$ cat config.mk
export PLATFORM = sky130hd
export DESIGN_NAME = y_operand_buffer
export DESIGN_NICKNAME = d
export VERILOG_FILES = /design/src/rtl/fpg8_pkg.sv /design/src/rtl/y_operand_buffer.sv
export SDC_FILE = /design/constraint.sdc
export NUM_CORES = 1
export LEC_CHECK = 0
export ABC_CLOCK_PERIOD_IN_PS = 1680
export CORE_ASPECT_RATIO = 1.25
export CORE_MARGIN = 1.5
export CORE_UTILIZATION = 35
export DETAILED_ROUTE_END_ITERATION = 10
export PLACE_DENSITY = 0.57
export SKIP_LAST_GASP = 1
export SLEW_MARGIN = 10
export SYNTH_ARGS = -nofsm -noshare
export SYNTH_HDL_FRONTEND = slang
export SYNTH_SLANG_ARGS = --single-unit
export TNS_END_PERCENT = 30
$ cat constraint.sdc
create_clock -name clk -period 1.68 [get_ports clk]
set_input_delay 0.336 -clock clk [delete_from_list [all_inputs] [get_ports clk]]
set_output_delay 0.336 -clock clk [all_outputs]
set_load 0.05 [all_outputs]
$ cat src/rtl/fpg8_pkg.sv
// -----------------------------------------------------------------------------
// fpg8_pkg
// Shared definitions for the fpg8 datapath blocks.
//   WORD_W     : native bus / ALU operand width
//   y_state_e  : occupancy state of the Y operand buffer (EMPTY, ONE, TWO)
// -----------------------------------------------------------------------------
package fpg8_pkg;

  localparam int WORD_W = 16;

  typedef enum logic [1:0] {
    EMPTY = 2'd0,
    ONE   = 2'd1,
    TWO   = 2'd2
  } y_state_e;

endpackage

$ cat src/rtl/y_operand_buffer.sv
// -----------------------------------------------------------------------------
// y_operand_buffer
// Two-entry operand FIFO between the shared data bus and the ALU Y input.
// Y1 is the head (presented to the ALU), Y2 the tail. Overflow (capture while
// full) and underflow (take while empty) raise a sticky error flag.
//
// Ports:
//   clk        : clock, all state changes on rising edge
//   reset      : asynchronous, active-low reset
//   from_bus   : bus value, captured when Y_in=1
//   Y_in       : capture request
//   Y_take     : ALU consumes head operand
//   Y_clr      : synchronous flush (highest priority), also clears Y_err
//   to_ALU     : head operand, 0 when empty
//   Y_valid    : head operand present
//   Y_full     : both entries occupied
//   Y_err      : sticky overflow/underflow flag
//   REG_OUT_Y1 : raw Y1 register (only with Y_OPERAND_DEBUG_EN defined)
//   REG_OUT_Y2 : raw Y2 register (only with Y_OPERAND_DEBUG_EN defined)
//
// Build option: define Y_OPERAND_DEBUG_EN to expose the raw entry registers.
// -----------------------------------------------------------------------------
module y_operand_buffer
  import fpg8_pkg::*;
#(
  parameter int WIDTH = WORD_W
) (
  input  logic             clk,
  input  logic             reset,
  input  logic [WIDTH-1:0] from_bus,
  input  logic             Y_in,
  input  logic             Y_take,
  input  logic             Y_clr,
  output logic [WIDTH-1:0] to_ALU,
  output logic             Y_valid,
  output logic             Y_full,
  output logic             Y_err
`ifdef Y_OPERAND_DEBUG_EN
  ,
  output logic [WIDTH-1:0] REG_OUT_Y1,
  output logic [WIDTH-1:0] REG_OUT_Y2
`endif
);

  y_state_e         state_q, state_d;
  logic [WIDTH-1:0] y1_q, y1_d;
  logic [WIDTH-1:0] y2_q, y2_d;
  logic             err_q, err_d;

  always_ff @(posedge clk or negedge reset) begin
    if (!reset) begin
      state_q <= EMPTY;
      y1_q    <= '0;
      y2_q    <= '0;
      err_q   <= 1'b0;
    end else begin
      state_q <= state_d;
      y1_q    <= y1_d;
      y2_q    <= y2_d;
      err_q   <= err_d;
    end
  end

  always_comb begin
    state_d = state_q;
    y1_d    = y1_q;
    y2_d    = y2_q;
    err_d   = err_q;
    if (Y_clr) begin
      state_d = EMPTY;
      y1_d    = '0;
      y2_d    = '0;
      err_d   = 1'b0;
    end else begin
      case (state_q)
        EMPTY: begin
          // A simultaneous take is satisfied by nothing yet, but the capture
          // still lands; only a lone take is an underflow.
          if (Y_in) begin
            y1_d    = from_bus;
            state_d = ONE;
          end else if (Y_take) begin
            err_d = 1'b1;
          end
        end
        ONE: begin
          if (Y_in && Y_take) begin
            // Head consumed and replaced in the same cycle.
            y1_d = from_bus;
          end else if (Y_in) begin
            y2_d    = from_bus;
            state_d = TWO;
          end else if (Y_take) begin
            state_d = EMPTY;
          end
        end
        TWO: begin
          if (Y_take) begin
            y1_d = y2_q;
            if (Y_in) begin
              y2_d = from_bus;
            end else begin
              state_d = ONE;
            end
          end else if (Y_in) begin
            // Overflow: incoming word is dropped, entries left intact.
            err_d = 1'b1;
          end
        end
        default: state_d = EMPTY;
      endcase
    end
  end

  // Y1 may hold a stale word after draining to EMPTY, so the output is gated
  // by the registered state rather than relying on Y1 being cleared.
  assign Y_valid = (state_q == ONE) || (state_q == TWO);
  assign Y_full  = (state_q == TWO);
  assign to_ALU  = Y_valid ? y1_q : '0;
  assign Y_err   = err_q;

`ifdef Y_OPERAND_DEBUG_EN
  assign REG_OUT_Y1 = y1_q;
  assign REG_OUT_Y2 = y2_q;
`endif

endmodule

Word level (Yosys, flattened, before mapping)
Cells that the tools add are included.
- equal/unequal tests: 12
- multiplexer cells: 25
- reductions and logical operators: 10
- operator list (operator ; count):
    two-way mux 16 bit ; 9
    case mux 16 bit (3 select lines) ; 1
    case mux 16 bit (2 select lines) ; 1
    != test 3 bit, second input constant ; 9
    two-way mux 2 bit ; 7
    AND reduction 5 bit ; 2
    case mux 2 bit (3 select lines) ; 1
    nonzero test 3 bit ; 2
    two-way mux 1 bit ; 5
    != test 4 bit, second input constant ; 1
    AND reduction 4 bit ; 1
    nonzero test 4 bit ; 1
    AND reduction 3 bit ; 1
    == test 2 x 1 -> 1 bit, second input constant ; 1
    == test 2 bit, second input constant ; 1
    zero test 2 bit ; 1
    case mux 1 bit (2 select lines) ; 1
    logical AND 1 bit ; 1
    logical OR 1 bit ; 1
- register bits after elaboration: 35
- input bits: 21
- logic and storage cells: 51

Longest topological paths before layout
Gate-level depths: netlist (run 1).
- word-level depth: 5
- depth in mapped cells: 8
- mapped depth without buffers: 6

Worst setup path after synthesis (run 1)
No wires, ideal clock.
- path kind: register to output
- start: reg state_q[0]
- end: out to_ALU[10]
- arrival time: 1775 ps
- required time: 1344 ps
- setup slack: -431 ps
- cell stages (with the launch flop): 5
- path buffers: 1
- cell sequence: dfrtp_1 > inv_1 > ha_1 > clkbuf_1 > and2_1
- word-level cells in the longest chain between the ends: 3
- elaborated cells between the ends (all ways): 4
- those cells by class: eq/ne (2); mux (1); reduce/logical (1)
- RTL lines (item ; RTL line ; RTL):
    start, declared ; y_operand_buffer.sv:45 ; y_state_e state_q, state_d;
    start signal, assigned ; y_operand_buffer.sv:57 ; state_q <= state_d;
    == test 2 x 1 -> 1 bit or == test 2 bit (tied branches) ; y_operand_buffer.sv:117 ; assign Y_valid = (state_q == ONE) || (state_q == TWO);
    logical OR 1 bit * ; y_operand_buffer.sv:117 ;
    net Y_valid ; y_operand_buffer.sv:35 ; output logic Y_valid,
    two-way mux 16 bit * ; y_operand_buffer.sv:119 ; assign to_ALU = Y_valid ? y1_q : '0;
    end, declared ; y_operand_buffer.sv:34 ; output logic [WIDTH-1:0] to_ALU,
Mark *: on every way through the listed nets, which the timed path passes. The rest lies on a longest branch.

Final worst setup path (run 1)
- start: reg state_q[0]
- end: out to_ALU[7]
- word-level cells in the longest chain between the ends: 3
- elaborated cells between the ends (all ways): 4
- those cells by class: eq/ne (2); mux (1); reduce/logical (1)
- RTL lines (item ; RTL line):
    == test 2 x 1 -> 1 bit or == test 2 bit (tied branches) ; y_operand_buffer.sv:117
    logical OR 1 bit * ; y_operand_buffer.sv:117
    two-way mux 16 bit * ; y_operand_buffer.sv:119
Mark *: on every way between the ends. The rest lies on a longest branch, timed or not.

==> summary.md, run 1 <==
| Metric | Value |
|---|---|
| Most frequent cells in the layout | `dfrtp_1 (35), buf_12 (22), buf_4 (22), clkdlybuf4s50_1 (20), mux2i_1 (17)` |
| Tot Pwr | `3300 uW` |
| Layout cell share with drive strength beyond 1 | `40.6%` |
| Detail Route Antenna Nets | `0` |
| IO buf count | `39` |
| Final min period | `1890 ps` |
| Power Density | `1170 nW/um^2` |
| Yosys cell types | `27` |
| Clock transition at the registers of the reported paths | `70 ps` |
| Die ar. | `5630 sq um` |
| Vias in the first global route | `1627` |
| Die height | `83.5 microns` |
| Initial Util | `36.0%` |
| Synth top area cells | `dfrtp_1 (48%), mux2i_1 (9.4%), a22o_1 (7.7%)` |
| First-pass detailed-route iteration total | `4` |
| YS warnings | `0` |
| Net Count, Synth | `182` |
| Status | `finished with violations` |
| Drt via density | `5.28` |
| Skew final | `2.86 ps` |
| Ports | `40` |
| Worst Path Required | `1340 ps` |
| VDD IR max | `470 uV` |
| Critical path class | `register to output port` |
| Worst slew pin tran | `462 ps` |
| Max Slew Vio Count | `0` |
| R2r worst-path depth | `8` |
| Startpoint Class | `register` |
| H-tree Lvls | `2` |
| Number of buffers created by CTS | `5` |
| Final setup vio count | `51` |
| Routed WL | `4780 microns` |
| Yosys top cell area share | `48.3%` |
| Drt first-iter violations | `43` |
| Failing checks | `setup timing` |
| Row cnt | `29` |
| Most common cell after layout, fill and taps aside | `dfrtp_1` |
| DR WL/cell | `17.0 microns` |
| CTS root buf | `clkbuf_8` |
| Largest net degree at the start of global routing | `36` |
| Initial antenna violation count | `0` |
| Die Width | `67.4 microns` |
| Gpl congestion | `0.779` |
| Total GRT Usage | `19.6%` |
| Clock Path Buffers | `2` |
| Critical Path AT | `1550 ps` |
| Crit Path Max Fanout | `8` |
| Drt drc | `0` |
| Sequential share of the synthesized area | `48.3%` |
| Final hold viol count | `0` |
| Final Util | `56.0%` |
| Area Overhead vs Synth | `55.8%` |
| CORE AREA | `5040 sq um` |
| Mean Syn Cell Area | `11.5 sq um` |
| Setup slack after layout | `-208 ps` |
| Via count | `1485` |
| Max_cap viols | `0` |
| Unrepaired setup endpoints after global routing | `true` |
| Seq cells post-synth | `35` |
| Worst-Skew Late Latency | `280 ps` |
| Setup crit end kind | `output port` |
| Slew headroom | `69.2%` |
| Achievable Freq | `530 MHz` |
| Grt ovf | `0` |
| Placed cell count | `269` |
| Final period util | `112%` |
| Worst setup path end | `to_ALU[7]` |
| Reg2reg setup slack | `-180 ps` |
| First-pass GRT wire length | `8220 microns` |
| Antenna diodes | `0` |
| CTS tree | `built` |
| Worst flop-to-flop path endpoint | `y1_q[6]$_DFFE_PN0P_` |
| RR Startpoint | `state_q[0]$_DFFE_PN0P_` |
| Worst min path class | `input pin to async pin` |
| Worst Setup SP | `state_q[0]$_DFFE_PN0P_` |
| Total clock sinks | `35` |
| Mapped Cells | `158` |
| Leak pwr | `0.00119 uW` |
| Post-synth top area cell | `dfrtp_1` |
| Nets@finish | `244` |
| Non-Filler Instances | `281` |
| Hpwl dp | `3180 microns` |
| Synth Cell Area | `1810 sq um` |
==> state kept, by name (all words and copies together), names as in the netlist <==
signal,count
y1_q,16
y2_q,16
state_q,2
Y_err,1
==> per-layer routing <==
layer	routed length, microns	part of all wire [%]	track usage [%]
met2	2510	52	32.0
met5	0	0	0
met1	2050	43	25.6
met3	159	3.3	4.32
met4	68	1.4	5.57
==> worst min-delay path by stage <==
stage | start | endpoint | slack (ps) | depth (start not counted)
after floorplan | reset | Y_err$_DFFE_PN0P_ | 40 | 0
after global placement | y2_q[5]$_DFFE_PN0P_ | y2_q[5]$_DFFE_PN0P_ | 490 | 1
after detailed placement | y2_q[0]$_DFFE_PN0P_ | y2_q[0]$_DFFE_PN0P_ | 500 | 1
after CTS | reset | y2_q[13]$_DFFE_PN0P_ | 490 | 2
after global routing | reset | state_q[0]$_DFFE_PN0P_ | 520 | 2
final | reset | y1_q[1]$_DFFE_PN0P_ | 470 | 2
==> worst max-delay path, cell delays in order (launching register included) <==
cell	delay, ps
dfrtp_1	370
inv_2	60
buf_6	120
ha_4	290
buf_8	140
and2_4	160
buf_12	130
==> area by class of cell <==
cell class	count	area, sq um
fillers	433	2220
multi-input cells	108	953
flip-flops and latches	35	876
repair buffers	66	832
well taps	62	77.6
clock buffers	6	72.6
inverters	4	15.0
==> report_power, final <==
group	internal [uW]	switching [uW]	total, uW	leakage [uW]
combinational	851	843	1690	0.000678
sequential	970	73.0	1040	0.000472
clock	276	285	561	0.0000371
==> synthesized netlist by cell type <==
cell type  instances
a22o_1            16
buf_6              1
dfrtp_1           35
nor4b_1            1
nand3b_1           4
a21oi_1            1
buf_4              3
nand2b_1           1
ha_1               3
mux2_2             1
buf_2              5
a31oi_1            1
mux2i_1           17
a21oi_2            2
and2_1            16
o21ai_1            2
buf_1              1
a211oi_1           7
or2_1              1
a211oi_2          10
nand2_1            2
nor2_1             5
clkbuf_1           1
nor3_1            16
nor3b_4            1
o21ai_0            1
inv_1              4
==> metrics by stage <==
step                cell area (sq um)  hold slack, ps  TNS [ps]  setup slack (ps)
finish                           2830             468     -6850              -208
floorplan                        1880            40.4     -1350             -74.7
CTS                              2810             485     -8020              -211
global route                     2830             525    -11320              -282
global placement                 2650             488     -7450              -311
detailed placement               2650             495     -8600              -381
==> repair_timing <==
action | 4_1_cts | 5_1_grt
setup endpoints to repair | 50 | 51
hold buffers | 0 | 0
resized for setup | 11 | 4
pin swaps | 1 | 1
setup buffers | 6 | 0
==> cell families after synthesis <==
group / synth area share [%]
flops: 48.3
mux: 10.0
compound gates: 19.9
fa+ha+maj: 2.07
buf+inv: 4.48
simple gates: 15.2
No activity file was read; power rests on OpenSTA's default activity.
==> run 2, diff against run 1 <==
Settings changed: ABC_CLOCK_PERIOD_IN_PS 1680 to 2100, CAP_MARGIN set to 20, PLACE_DENSITY 0.57 to 0.55, SLEW_MARGIN 10 to unset.
Clock period 1.68 ns to 2.1 ns, I/O delays scaled along.
==> summary.md, run 2 (synthesis gave the netlist of run 1 again) <==
| Metric | Value |
|---|---|
| Clock Path Buffers | `2 (unchanged)` |
| Drt via density | `5.30 (+0.24%)` |
| IO buf count | `39 (unchanged)` |
| Skew final | `2.82 ps (-0.0360 ps)` |
| DP Area | `2520 sq um (-4.6%)` |
| CP cell instances | `inv_1 -> ha_2 -> buf_6 -> and2_1 -> buf_12` |
| VDD IR max | `451 uV (-4.0%)` |
| Setup crit end kind | `output port` |
| Worst min path class | `register to register` |
| Total GRT Usage | `17.7% (-1.8 points)` |
| Layout cell share with drive strength beyond 1 | `27.5% (-13 points)` |
| Largest net degree at the start of global routing | `36 (unchanged)` |
| First-pass GRT wire length | `7470 microns (-9.1%)` |
| Final setup vio count | `0 (-100%)` |
| Clock network power share | `18.5% (+1.5 points)` |
| Routed WL | `4430 microns (-7.4%)` |
| Worst slew pin tran | `804 ps (+342 ps)` |
| Drt drc | `0 (unchanged)` |
| Grt ovf | `0 (unchanged)` |
| Total clock sinks | `35 (unchanged)` |
| Die height | `83.5 microns (unchanged)` |
| CORE AREA | `5040 sq um (unchanged)` |
| Sw frac | `36.7% (+0.26 points)` |
| Die Width | `67.4 microns (unchanged)` |
| Vias in the first global route | `1525 (-6.3%)` |
| Clock transition at the registers of the reported paths | `70 ps (about the same)` |
| Gpl congestion | `0.789 (+1.3%)` |
| Row cnt | `29 (unchanged)` |
| Number of buffers created by CTS | `5 (unchanged)` |
| Final hold viol count | `0 (unchanged)` |
| Final period util | `99.2%` |
| Area Overhead vs Synth | `43.6%` |
| Gate power share | `46.7% (-4.7 points)` |
| Hpwl dp | `3180 microns (about the same)` |
| Max stage delay cell, worst path | `dfrtp_2` |
| Startpoint Class | `register` |
| Crit path largest cell delay | `420 ps (+50 ps)` |
| Critical path class | `register to output port` |
| Detail Route Antenna Nets | `0 (unchanged)` |
| Setup bufs post-CTS | `0 (-6)` |
| Metal1 wirelength | `1960 microns (-4.4%)` |
| First-pass detailed-route iteration total | `4 (unchanged)` |
| Slew headroom | `46.4% (-23 points)` |
| H-tree Lvls | `2 (unchanged)` |
| Worst-Skew Late Latency | `280 ps (about the same)` |
| Via count | `1425 (-4.0%)` |
| Tot Pwr | `2390 uW (-27%)` |
| Antenna diodes | `0 (unchanged)` |
| Final Instance Area | `2610 sq um (-7.8%)` |
| Family with the most delay on the worst path | `flip-flops` |
| Status | `finished clean` |
| Max_cap viols | `0 (unchanged)` |
| Initial antenna violation count | `0 (unchanged)` |
| Most common cell after layout, fill and taps aside | `dfrtp_1` |
| Int Pwr | `1520 uW (-28%)` |
| Non-Filler Instances | `269 (-4.3%)` |
| CTS root buf | `clkbuf_8` |
| Top flop regs | `y1_q (16), y2_q (16), state_q (2)` |
| DR WL/cell | `16.5 microns (-3.3%)` |
| Max Slew Vio Count | `0 (unchanged)` |
| Nets@finish | `232 (-4.9%)` |
| Top sig layer | `met4` |
| Placed cell count | `263 (-2.2%)` |
| Unrepaired setup endpoints after global routing | `true` |
| Initial Util | `36.0% (unchanged)` |
| Reg power frac | `34.8% (+3.2 points)` |
| Leak pwr | `0.00108 uW (-8.7%)` |
| Ports | `40 (unchanged)` |
| Crit Path Max Fanout | `11 (+3)` |
| Die ar. | `5630 sq um (unchanged)` |
| Drt first-iter violations | `74 (+72%)` |
| Met3 WL | `157 microns (-1.3%)` |
| Worst Path Required | `1680 ps (+340 ps)` |
| Most frequent cells in the layout | `dfrtp_1 (34), clkdlybuf4s50_1 (21), buf_12 (19), mux2i_1 (17)` |
| Met2 routed WL | `2250 microns (-10%)` |
| Power Density | `918 nW/um^2 (-21%)` |
| CTS tree | `built` |
| Hold-fix buffers, CTS | `0 (unchanged)` |
| CP Buf/Inv Count | `3 (-1)` |
| Final min period | `2080 ps` |
| Achievable Freq | `480 MHz` |
| Critical Path AT | `1660 ps (+110 ps)` |
| Psw | `877 uW (-27%)` |
[run 2: cell types whose count changed in the layout (fill, tap and decap cells not counted), sizes merged]
cell / delta
clkdlybuf4s50: +1
buf: -13
[run 2: worst reg2reg max path: stages, from the launching register on]
cell      delay [ps]
dfrtp_2          450
inv_1            100
ha_1             250
nand2b_1         140
o21ai_1           90
a21oi_2          630
a22o_1           270
[run 2: power by group through the flow]
stage | clock network (uW) | logic, uW | registers, uW
after floorplan | 0 | 650 | 843
after global routing | 488 | 1190 | 845
after global placement | 0 | 1100 | 840
after CTS | 458 | 1130 | 832
final | 442 | 1120 | 833
after detailed placement | 0 | 1110 | 843
[run 2: layout make-up]
type	instances	area (sq um)
Fill cell	439	2440
Sequential cell	35	877
Multi-Input combinational cell	108	863
Timing Repair Buffer	54	699
Tap cell	62	77.6
Clock buffer	6	72.6
Inverter	4	15.0
[run 2: metrics by stage]
step	util (%)	worst slack (ps)	hold slack, ps	TNS [ps]
finish	51.6	16.1	500	0
global route	51.6	-73.4	530	-1040
CTS	51.6	5.17	511	0
detailed placement	50.1	47.6	493	0
global placement	50.1	108	489	0
floorplan	-	-94.8	124	-664
[run 2: what timing repair did]
| action | 4_1_cts | 5_1_grt |
|---|---|---|
| gates cloned | 0 | 0 |
| resized for setup | 3 | 0 |
| endpoints found under the setup margin | 10 | 28 |
| hold endpoints to repair | 0 | 0 |
[run 2: worst paths after layout]
kind	startpoint	to	slack, ps	cells past startpoint
min	Y_err$_DFFE_PN0P_	Y_err$_DFFE_PN0P_	500	2
max	state_q[0]$_DFFE_PN0P_	to_ALU[4]	20	5
min in group asynchronous	reset	y2_q[15]$_DFFE_PN0P_	550	2
min reg2reg	Y_err$_DFFE_PN0P_	Y_err$_DFFE_PN0P_	500	2
max in group asynchronous	reset	state_q[0]$_DFFE_PN0P_	1190	2
max reg2reg	state_q[0]$_DFFE_PN0P_	y2_q[7]$_DFFE_PN0P_	120	6
[run 2: layer usage]
layer	track usage (%)	up-vias
li1	-	680
met3	3.91	4
met4	6.12	0
met2	27.8	30
met5	0	-
met1	23.9	711
==> run 3, diff against run 2 <==
Settings changed: PLACE_DENSITY 0.55 to unset, PLACE_DENSITY_LB_ADDON set to 0.12.
==> summary.md, run 3 (synthesis gave the netlist of run 1 again) <==
| Metric | Value |
|---|---|
| Nets@finish | `227 (-2.2%)` |
| Final period util | `95.1% (-4.2 points)` |
| Clock Path Buffers | `2 (unchanged)` |
| CP cell instances | `inv_1 -> ha_1 -> buf_4 -> and2_1 -> buf_12` |
| Largest net degree at the start of global routing | `36 (unchanged)` |
| Gpl congestion | `0.701 (-11%)` |
| Layout cell share with drive strength beyond 1 | `25.6% (-1.9 points)` |
| CTS tree | `built` |
| Reg2reg setup slack | `280 ps (+160 ps)` |
| Startpoint Class | `register` |
| First-pass detailed-route iteration total | `4 (unchanged)` |
| Met2 routed WL | `2260 microns (+0.18%)` |
| Crit path largest cell delay | `360 ps (-60 ps)` |
| Total GRT Usage | `17.8% (+0.060 points)` |
| Worst min path class | `register to register` |
| Area Overhead vs Synth | `42.6%` |
| Multi-input logic area | `868 sq um (+0.58%)` |
| Routed WL | `4480 microns (+1.1%)` |
| Max_cap viols | `0 (unchanged)` |
| Most common cell after layout, fill and taps aside | `dfrtp_1` |
| Ports | `40 (unchanged)` |
| Drt drc | `0 (unchanged)` |
| Critical path class | `register to output port` |
| DP Area | `2490 sq um (-1.5%)` |
| Row cnt | `29 (unchanged)` |
| Max Slew Vio Count | `0 (unchanged)` |
| Worst-Skew Late Latency | `280 ps (about the same)` |
| Most frequent cells in the layout | `dfrtp_1 (35), clkdlybuf4s50_1 (21), buf_12 (19), mux2i_1 (17)` |
| Leak pwr | `0.00107 uW (-1.2%)` |
| VDD IR max | `466 uV (+3.4%)` |
| Met3 WL | `199 microns (+27%)` |
| IO buf count | `39 (unchanged)` |
| Die Width | `67.4 microns (unchanged)` |
| Total clock sinks | `35 (unchanged)` |
| Power Density | `934 nW/um^2 (+1.7%)` |
| Initial Util | `36.0% (unchanged)` |
| Initial antenna violation count | `0 (unchanged)` |
| Family with the most delay on the worst path | `buffers and inverters` |
| Worst hold slack | `506 ps (+5.81 ps)` |
| FILL cells | `444 (+1.1%)` |
| Drt first-iter violations | `53 (-28%)` |
| Slew headroom | `67.6% (+21 points)` |
| CORE AREA | `5040 sq um (unchanged)` |
| Top sig layer | `met4` |
| Max stage delay cell, worst path | `dfrtp_1` |
| Achievable Freq | `501 MHz (+4.4%)` |
| Grt ovf | `0 (unchanged)` |
| Final hold viol count | `0 (unchanged)` |
| Sequential cell area | `876 sq um (-0.14%)` |
| Detail Route Antenna Nets | `0 (unchanged)` |
| Drt via density | `5.30 (about the same)` |
| Number of buffers created by CTS | `5 (unchanged)` |
| Antenna diodes | `0 (unchanged)` |
| Die height | `83.5 microns (unchanged)` |
| Final min period | `2000 ps (-87.2 ps)` |
| CP Buf/Inv Count | `3 (unchanged)` |
| H-tree Lvls | `2 (unchanged)` |
| CTS root buf | `clkbuf_8` |
| Status | `finished clean` |
| Via count | `1405 (-1.4%)` |
| Hpwl dp | `3040 microns (-4.3%)` |
| Worst Path Required | `1680 ps (about the same)` |
| Critical Path AT | `1580 ps (-80 ps)` |
| Vias in the first global route | `1495 (-2.0%)` |
| Final Instance Area | `2590 sq um (-0.72%)` |
| Die ar. | `5630 sq um (unchanged)` |
| Worst slew pin tran | `485 ps (-319 ps)` |
| Final setup vio count | `0 (unchanged)` |
| Unrepaired setup endpoints after global routing | `false` |
| Crit Path Max Fanout | `17 (+6)` |
| Top flop regs | `y1_q (16), y2_q (16), state_q (2)` |
| DR WL/cell | `16.9 microns (+2.7%)` |
| Setup crit end kind | `output port` |
| Hold-fix buffers, CTS | `0 (unchanged)` |
| Skew final | `2.32 ps (-0.502 ps)` |
| First-pass GRT wire length | `7420 microns (-0.74%)` |
| Clock transition at the registers of the reported paths | `70 ps (about the same)` |
| Metal1 wirelength | `1950 microns (-0.15%)` |
| Setup TNS | `0 ps (unchanged)` |
run 3: cell type report:
type / instances / area share (%)
Clock buffer: 6 / 3.19
Clock inverter: 1 / 0.194
Inverter: 4 / 0.581
Multi-Input combinational cell: 108 / 33.6
Sequential cell: 35 / 33.9
Tap cell: 62 / 3.00
Timing Repair Buffer: 49 / 25.6
run 3: per-layer routing:
metal / vias to the layer above / track usage [%]
met5: - / 0
met4: 0 / 6.12
met3: 5 / 3.91
met2: 38 / 29.1
met1: 687 / 22.8
li1: 675 / -
run 3: what timing repair did:
item                       CTS  global route
setup endpoints to repair    0             9
hold endpoints to repair     0             0
setup buffers                0             0
resized for setup            0             2
run 3: worst paths after layout:
kind | depth (start not counted) | endpoint | from
max | 5 | to_ALU[15] | state_q[1]$_DFFE_PN0P_
min | 1 | y2_q[3]$_DFFE_PN0P_ | y2_q[3]$_DFFE_PN0P_
max reg2reg | 7 | y2_q[9]$_DFFE_PN0P_ | state_q[0]$_DFFE_PN0P_
min reg2reg | 1 | y2_q[3]$_DFFE_PN0P_ | y2_q[3]$_DFFE_PN0P_
max in group asynchronous | 2 | state_q[1]$_DFFE_PN0P_ | reset
min in group asynchronous | 2 | y1_q[4]$_DFFE_PN0P_ | reset
run 3: through the flow:
step | util [%] | instances | setup slack, ps | total power (uW)
6_report | 51.3 | 265 | 103 | 2420
5_1_grt | 51.3 | 265 | 5.32 | 2560
4_1_cts | 51.1 | 265 | 41.9 | 2450
3_5_place_dp | 49.3 | 258 | -83.3 | 1950
3_3_place_gp | 49.3 | 258 | 25.9 | 1930
2_1_floorplan | - | 158 | -94.8 | 1490
run 3: worst register-to-register path, stage by stage (launching register included):
cell and delay (ps):
dfrtp_1 370, buf_4 160, ha_1 270, nand3b_1 190
o21ai_1 180, nor3b_4 280, buf_12 170, a22o_1 140
run 3: power breakdown:
part / internal [uW] / switching [uW] / total [uW]
registers: 776 / 50.5 / 826
clock network: 257 / 232 / 489
logic: 493 / 608 / 1100
total: 1530 / 890 / 2420
==> RTL change 1, RTL diff (config.mk and constraints of run 2) <==
Change the package constant `WORD_W` from 16 to 20.
--- a/src/rtl/fpg8_pkg.sv
+++ b/src/rtl/fpg8_pkg.sv
@@ -6,7 +6,7 @@
 // -----------------------------------------------------------------------------
 package fpg8_pkg;
 
-  localparam int WORD_W = 16;
+  localparam int WORD_W = 20;
 
   typedef enum logic [1:0] {
     EMPTY = 2'd0,
Ports: changed (resized from_bus and to_ALU); port bits go from 40 to 48. The function was not compared with the original's and may differ.
==> RTL change 1 against run 2 <==
- sequential cell count up 8
- non-clock buffer count increased by 6
- final area up 24%
- wire length up 27%
- count of clock-buffer cells in the layout fell by 1
- global-route usage is 0.93 points lower
- power increased by 22%
- area after synthesis rose by 29%
- critical path depth down 1
- synthesized cell count grew 49%
- utilization decreased by 2.1 points
- setup slack improved by 0.041 ns
- critical endpoint is now to_ALU[17]
- highest routed layer unchanged
==> RTL change 1: results (changes against run 2) <==
Run status
  – Status: finished clean (unchanged)

Global route
  – Tot GR Track Use: 16.8% (was 17.7%)
  – Largest net degree at the start of global routing: 44 (was 36)
  – Met2 GRT Util: 30.3% (was 27.8%)
  – GR Util met3: 3.69% (was 3.91%)
  – Global-route wire length before repair: 9330 um (was 7470 um)
  – GR Layer Usage met1: 20.0% (was 23.9%)
  – Vias in the first global route: 1869 (was 1525)

Pwr
  – Leak pwr: 1.27 nW (was 1.08 nW)
  – Peak VDD IR: 0.000418 V (was 0.000451 V)
  – Comb group: 1.37 mW (was 1.12 mW)
  – Pint: 1.80 mW (was 1.52 mW)
  – Gate power share: 46.8% (was 46.7%)

Drt
  – Iter 0 DRT Violations: 63 (was 74)
  – Wire length on met3: 184 um (was 157 um)
  – Met2 WL post-DR: 2890 um (was 2250 um)
  – Drt total wl: 5610 um (was 4430 um)
  – Metal-1 WL: 2470 um (was 1960 um)
  – Vias: 1814 (was 1425)

Place
  – Dpl ws: -0.109 ns (was 0.0476 ns)
  – DP Cell Count: 361 (was 263)
  – Port bufs: 47 (was 39)

Synthesis
  – Distinct cells, synth: 25 (was 27)
  – Synth top area share: 46.1% (was 48.3%)
  – Yosys warns: 0 (unchanged)
  – Syn Inst Count: 235 (was 158)
  – Syn Nets: 263 (was 182)

Worst setup path
  – RR Endpoint: y1_q[10] (was y2_q[7])
  – CP max-delay cell: dfrtp_1 (was dfrtp_2)
  – WP data arrival: 1.62 ns (was 1.66 ns)
  – Critical Path Max Stage Delay: 0.44 ns (was 0.42 ns)
  – Max Fanout on Critical Path: 21 (was 11)
  – Reg2Reg Depth: 7 (was 6)

Clocking
  – Num CTS Buffers: 5 (unchanged)
  – Skew-Pair Late Insertion Delay: 0.30 ns (was 0.28 ns)

Layout
  – Non-filler instance count after layout: 369 (was 269)
  – Share of cells above drive strength 1: 27.3% (was 27.5%)
  – Fillers: 628 (was 439)
  – Largest regs: y1_q (20), y2_q (20), state_q (2) (was y1_q (16), y2_q (16), state_q (2))
  – Nets@finish: 309 (was 232)

Timing
  – Clock skew: 0.00680 ns (was 0.00282 ns)
  – Crit path time final: 2.04 ns (was 2.08 ns)
  – Slew HR: 60.4% (was 46.4%)

Worst hold path
  – Type of the most critical hold path: in2async (was reg2reg)
[RTL change 1: cell families after synthesis]
kind of cell	Yosys count	synth area share, %
AO/OA/AOI/OAI	48	17.2
buffers and inverters	25	5.79
flip-flops	43	46.1
multiplexers	22	9.49
adder cells (fa/ha/maj)	3	1.61
AND/OR/NAND/NOR	94	19.8
[RTL change 1: layout make-up]
| type | count | area [um^2] | share of cell area [%] |
|---|---|---|---|
| clock buffers | 5 | 68.8 | 2.13 |
| multi-input cells | 167 | 1160 | 35.7 |
| inverters | 4 | 15.0 | 0.464 |
| flip-flops and latches | 43 | 1080 | 33.3 |
| clock inverters | 3 | 20.0 | 0.619 |
| repair buffers | 60 | 791 | 24.4 |
| well taps | 87 | 109 | 3.36 |
[RTL change 1: stage by stage]
stage | setup TNS (ns) | hold WS, ns
after floorplan | -0.675 | 0.124
after global placement | -0.898 | 0.509
after global routing | -1.90 | 0.232
final | 0 | 0.185
after detailed placement | -1.77 | 0.515
after CTS | -0.589 | 0.209
==> RTL change 2, RTL diff (settings of run 2) <==
Without the edit above. Register the output `Y_err` once more, cleared by the reset; this adds one clock of latency there. The other outputs are not delayed to match.
--- a/src/rtl/y_operand_buffer.sv
+++ b/src/rtl/y_operand_buffer.sv
@@ -117,7 +117,13 @@
   assign Y_valid = (state_q == ONE) || (state_q == TWO);
   assign Y_full  = (state_q == TWO);
   assign to_ALU  = Y_valid ? y1_q : '0;
-  assign Y_err   = err_q;
+  always_ff @(posedge clk or negedge reset) begin
+    if (!reset) begin
+      Y_err <= '0;
+    end else begin
+      Y_err <= err_q;
+    end
+  end
 
 `ifdef Y_OPERAND_DEBUG_EN
   assign REG_OUT_Y1 = y1_q;
Behaviour: not the same (a bounded check fails within 4 cycles, from zero or initial values and one cycle with reset low).
==> RTL change 2 against run 2 <==
- maximum frequency rose by 9.1%
- utilization rose by 0.27 points
- wire length barely moved
- area after synthesis rose by 1.3%
- setup slack improved by 0.17 ns
- critical endpoint is now to_ALU[0]
- final area rose by 1.2%
- power rose by 7.0%
- sequential cell count rose by 1
==> RTL change 2: results (changes against run 2) <==
Run status
  – Status: finished clean (unchanged)

Global route
  – Tot GR Track Use: 18.0% (was 17.7%)
  – Global-route wire length before repair: 7740 um (was 7470 um)
  – Largest net degree at the start of global routing: 37 (was 36)
  – Initial antenna violation count: 0 (unchanged)
  – Vias in the first global route: 1533 (was 1525)

Layout
  – Nets@finish: 229 (was 232)
  – Seq area share: 34.2% (was 33.7%)
  – Share of cells above drive strength 1: 27.2% (was 27.5%)
  – Multi-input gate count: 107 (was 108)
  – Clock buf/inv share: 4.08% (was 2.79%)
  – Non-filler instance count after layout: 268 (was 269)
  – Non-clk invs: 4 (unchanged)
  – Clock buffer cells: 6 (unchanged)
  – Area of the multi-input gates: 876 um^2 (was 863 um^2)
  – Nonclk buf count: 51 (was 54)
  – Buffering overhead: 25.0% (was 26.8%)
  – Largest regs: y1_q (16), y2_q (16), state_q (2) (unchanged)
  – Fillers: 453 (was 439)
  – Antenna cells: 0 (unchanged)

Synthesis
  – Yosys warns: 0 (unchanged)
  – Synth top cells by count: dfrtp_1, mux2i_1, a22o_1, and2_1, nor3_1 (unchanged)
  – Distinct cells, synth: 28 (was 27)
  – Post-synth ARST share: 100% (unchanged)
  – Synth area leaders: dfrtp_1, mux2i_1, a22o_1 (unchanged)
  – Post-Synth Adder-Cell Area: 2.04% (was 2.07%)
  – Syn Nets: 182 (unchanged)
  – Post-synthesis mux area share: 9.87% (was 10.0%)
  – Syn Inst Count: 158 (unchanged)
  – Register area share after synthesis: 49.0% (was 48.3%)
  – Synth Area in Compound Gates: 20.4% (was 19.9%)

Place
  – DP Cell Count: 260 (was 263)
  – RD Place Congestion: 0.744 (was 0.789)
  – Port bufs: 39 (unchanged)
  – Dpl hpwl: 3270 um (was 3180 um)

Worst setup path
  – WP data arrival: 1.49 ns (was 1.66 ns)
  – Critical Path Max Stage Delay: 0.38 ns (was 0.42 ns)
  – Reg2Reg Depth: 7 (was 6)
  – Max Fanout on Critical Path: 17 (was 11)
  – CP max-delay cell: ha_4 (was dfrtp_2)
  – Critical path's top delay family: adder cells (was flip-flops)

Clocking
  – H-tree Lvls: 2 (unchanged)
  – Clock transition at path regs: 0.07 ns (about the same)
  – CTS sink cnt: 36 (was 35)
  – Clock Path Buffers: 2 (unchanged)
  – Skew-Pair Late Insertion Delay: 0.28 ns (about the same)
  – Num CTS Buffers: 5 (unchanged)
  – CTS tree: done (unchanged)
  – Clk root buf: clkbuf_8 (unchanged)

Timing
  – Slew HR: 67.5% (was 46.4%)
  – Clock skew: 0.00516 ns (was 0.00282 ns)

Worst hold path
  – Min-Delay Path Depth: 0 (was 2)

Pwr
  – Leak pwr: 1.11 nW (was 1.08 nW)
  – Peak VDD IR: 0.000526 V (was 0.000451 V)

Drt
  – Drt total wl: 4430 um (about the same)
  – Mean number of vias per cell: 5.33 (was 5.30)
  – Iter 0 DRT Violations: 35 (was 74)
  – DRT Pass-1 Iters: 4 (unchanged)
==> RTL change 2: path summary, 6_finish.rpt <==
kind	start	endpoint	slack, ns
max	state_q[1]	to_ALU[0]	0.19
min	err_q	Y_err	0.40
max reg2reg	state_q[1]	y1_q[9]	0.22
min reg2reg	err_q	Y_err	0.40
max in group asynchronous	reset	y1_q[1]	1.24
min in group asynchronous	reset	y2_q[9]	0.54
==> RTL change 2: timing repair <==
item	CTS	global route
buffers inserted	0	0
endpoints found under the hold margin	0	0
pin swaps	0	0
gates resized for setup	1	2
endpoints found under the setup margin	16	27
==> RTL change 2: layer usage <==
layer / track usage (%) / vias up / share of wire, %
li1: - / 676 / -
met1: 23.7 / 721 / 44
met2: 29.1 / 28 / 51
met3: 4.32 / 4 / 3.4
met4: 4.91 / 0 / 0.86
met5: 0 / - / 0
==> RTL change 2: power breakdown <==
group	total (mW)	internal (mW)	leakage (nW)	switching, mW
Combinational	1.11	0.508	0.566	0.604
Clock	0.593	0.352	0.0552	0.241
Sequential	0.854	0.799	0.485	0.0545
Total	2.56	1.66	1.11	0.899
==> RTL change 2: through the flow <==
stage | worst slack (ns) | instance area [um^2] | hold WS [ns]
after global placement | 0.124 | 2510 | 0.374
after global routing | 0.0156 | 2640 | 0.407
final | 0.190 | 2640 | 0.395
after detailed placement | 0.0781 | 2510 | 0.390
after floorplan | -0.0945 | 1840 | 0.124
after CTS | 0.0285 | 2630 | 0.406
==> RTL change 2: logic make-up (layout without fill, tap and decap cells) <==
logic type | count (synthesis) | count (layout)
multiplexers | 18 | 18
flip-flops | 36 | 36
AND/OR/NAND/NOR | 45 | 45
buffers and inverters | 15 | 63
adder cells (fa/ha/maj) | 3 | 3
AO/OA/AOI/OAI | 41 | 41
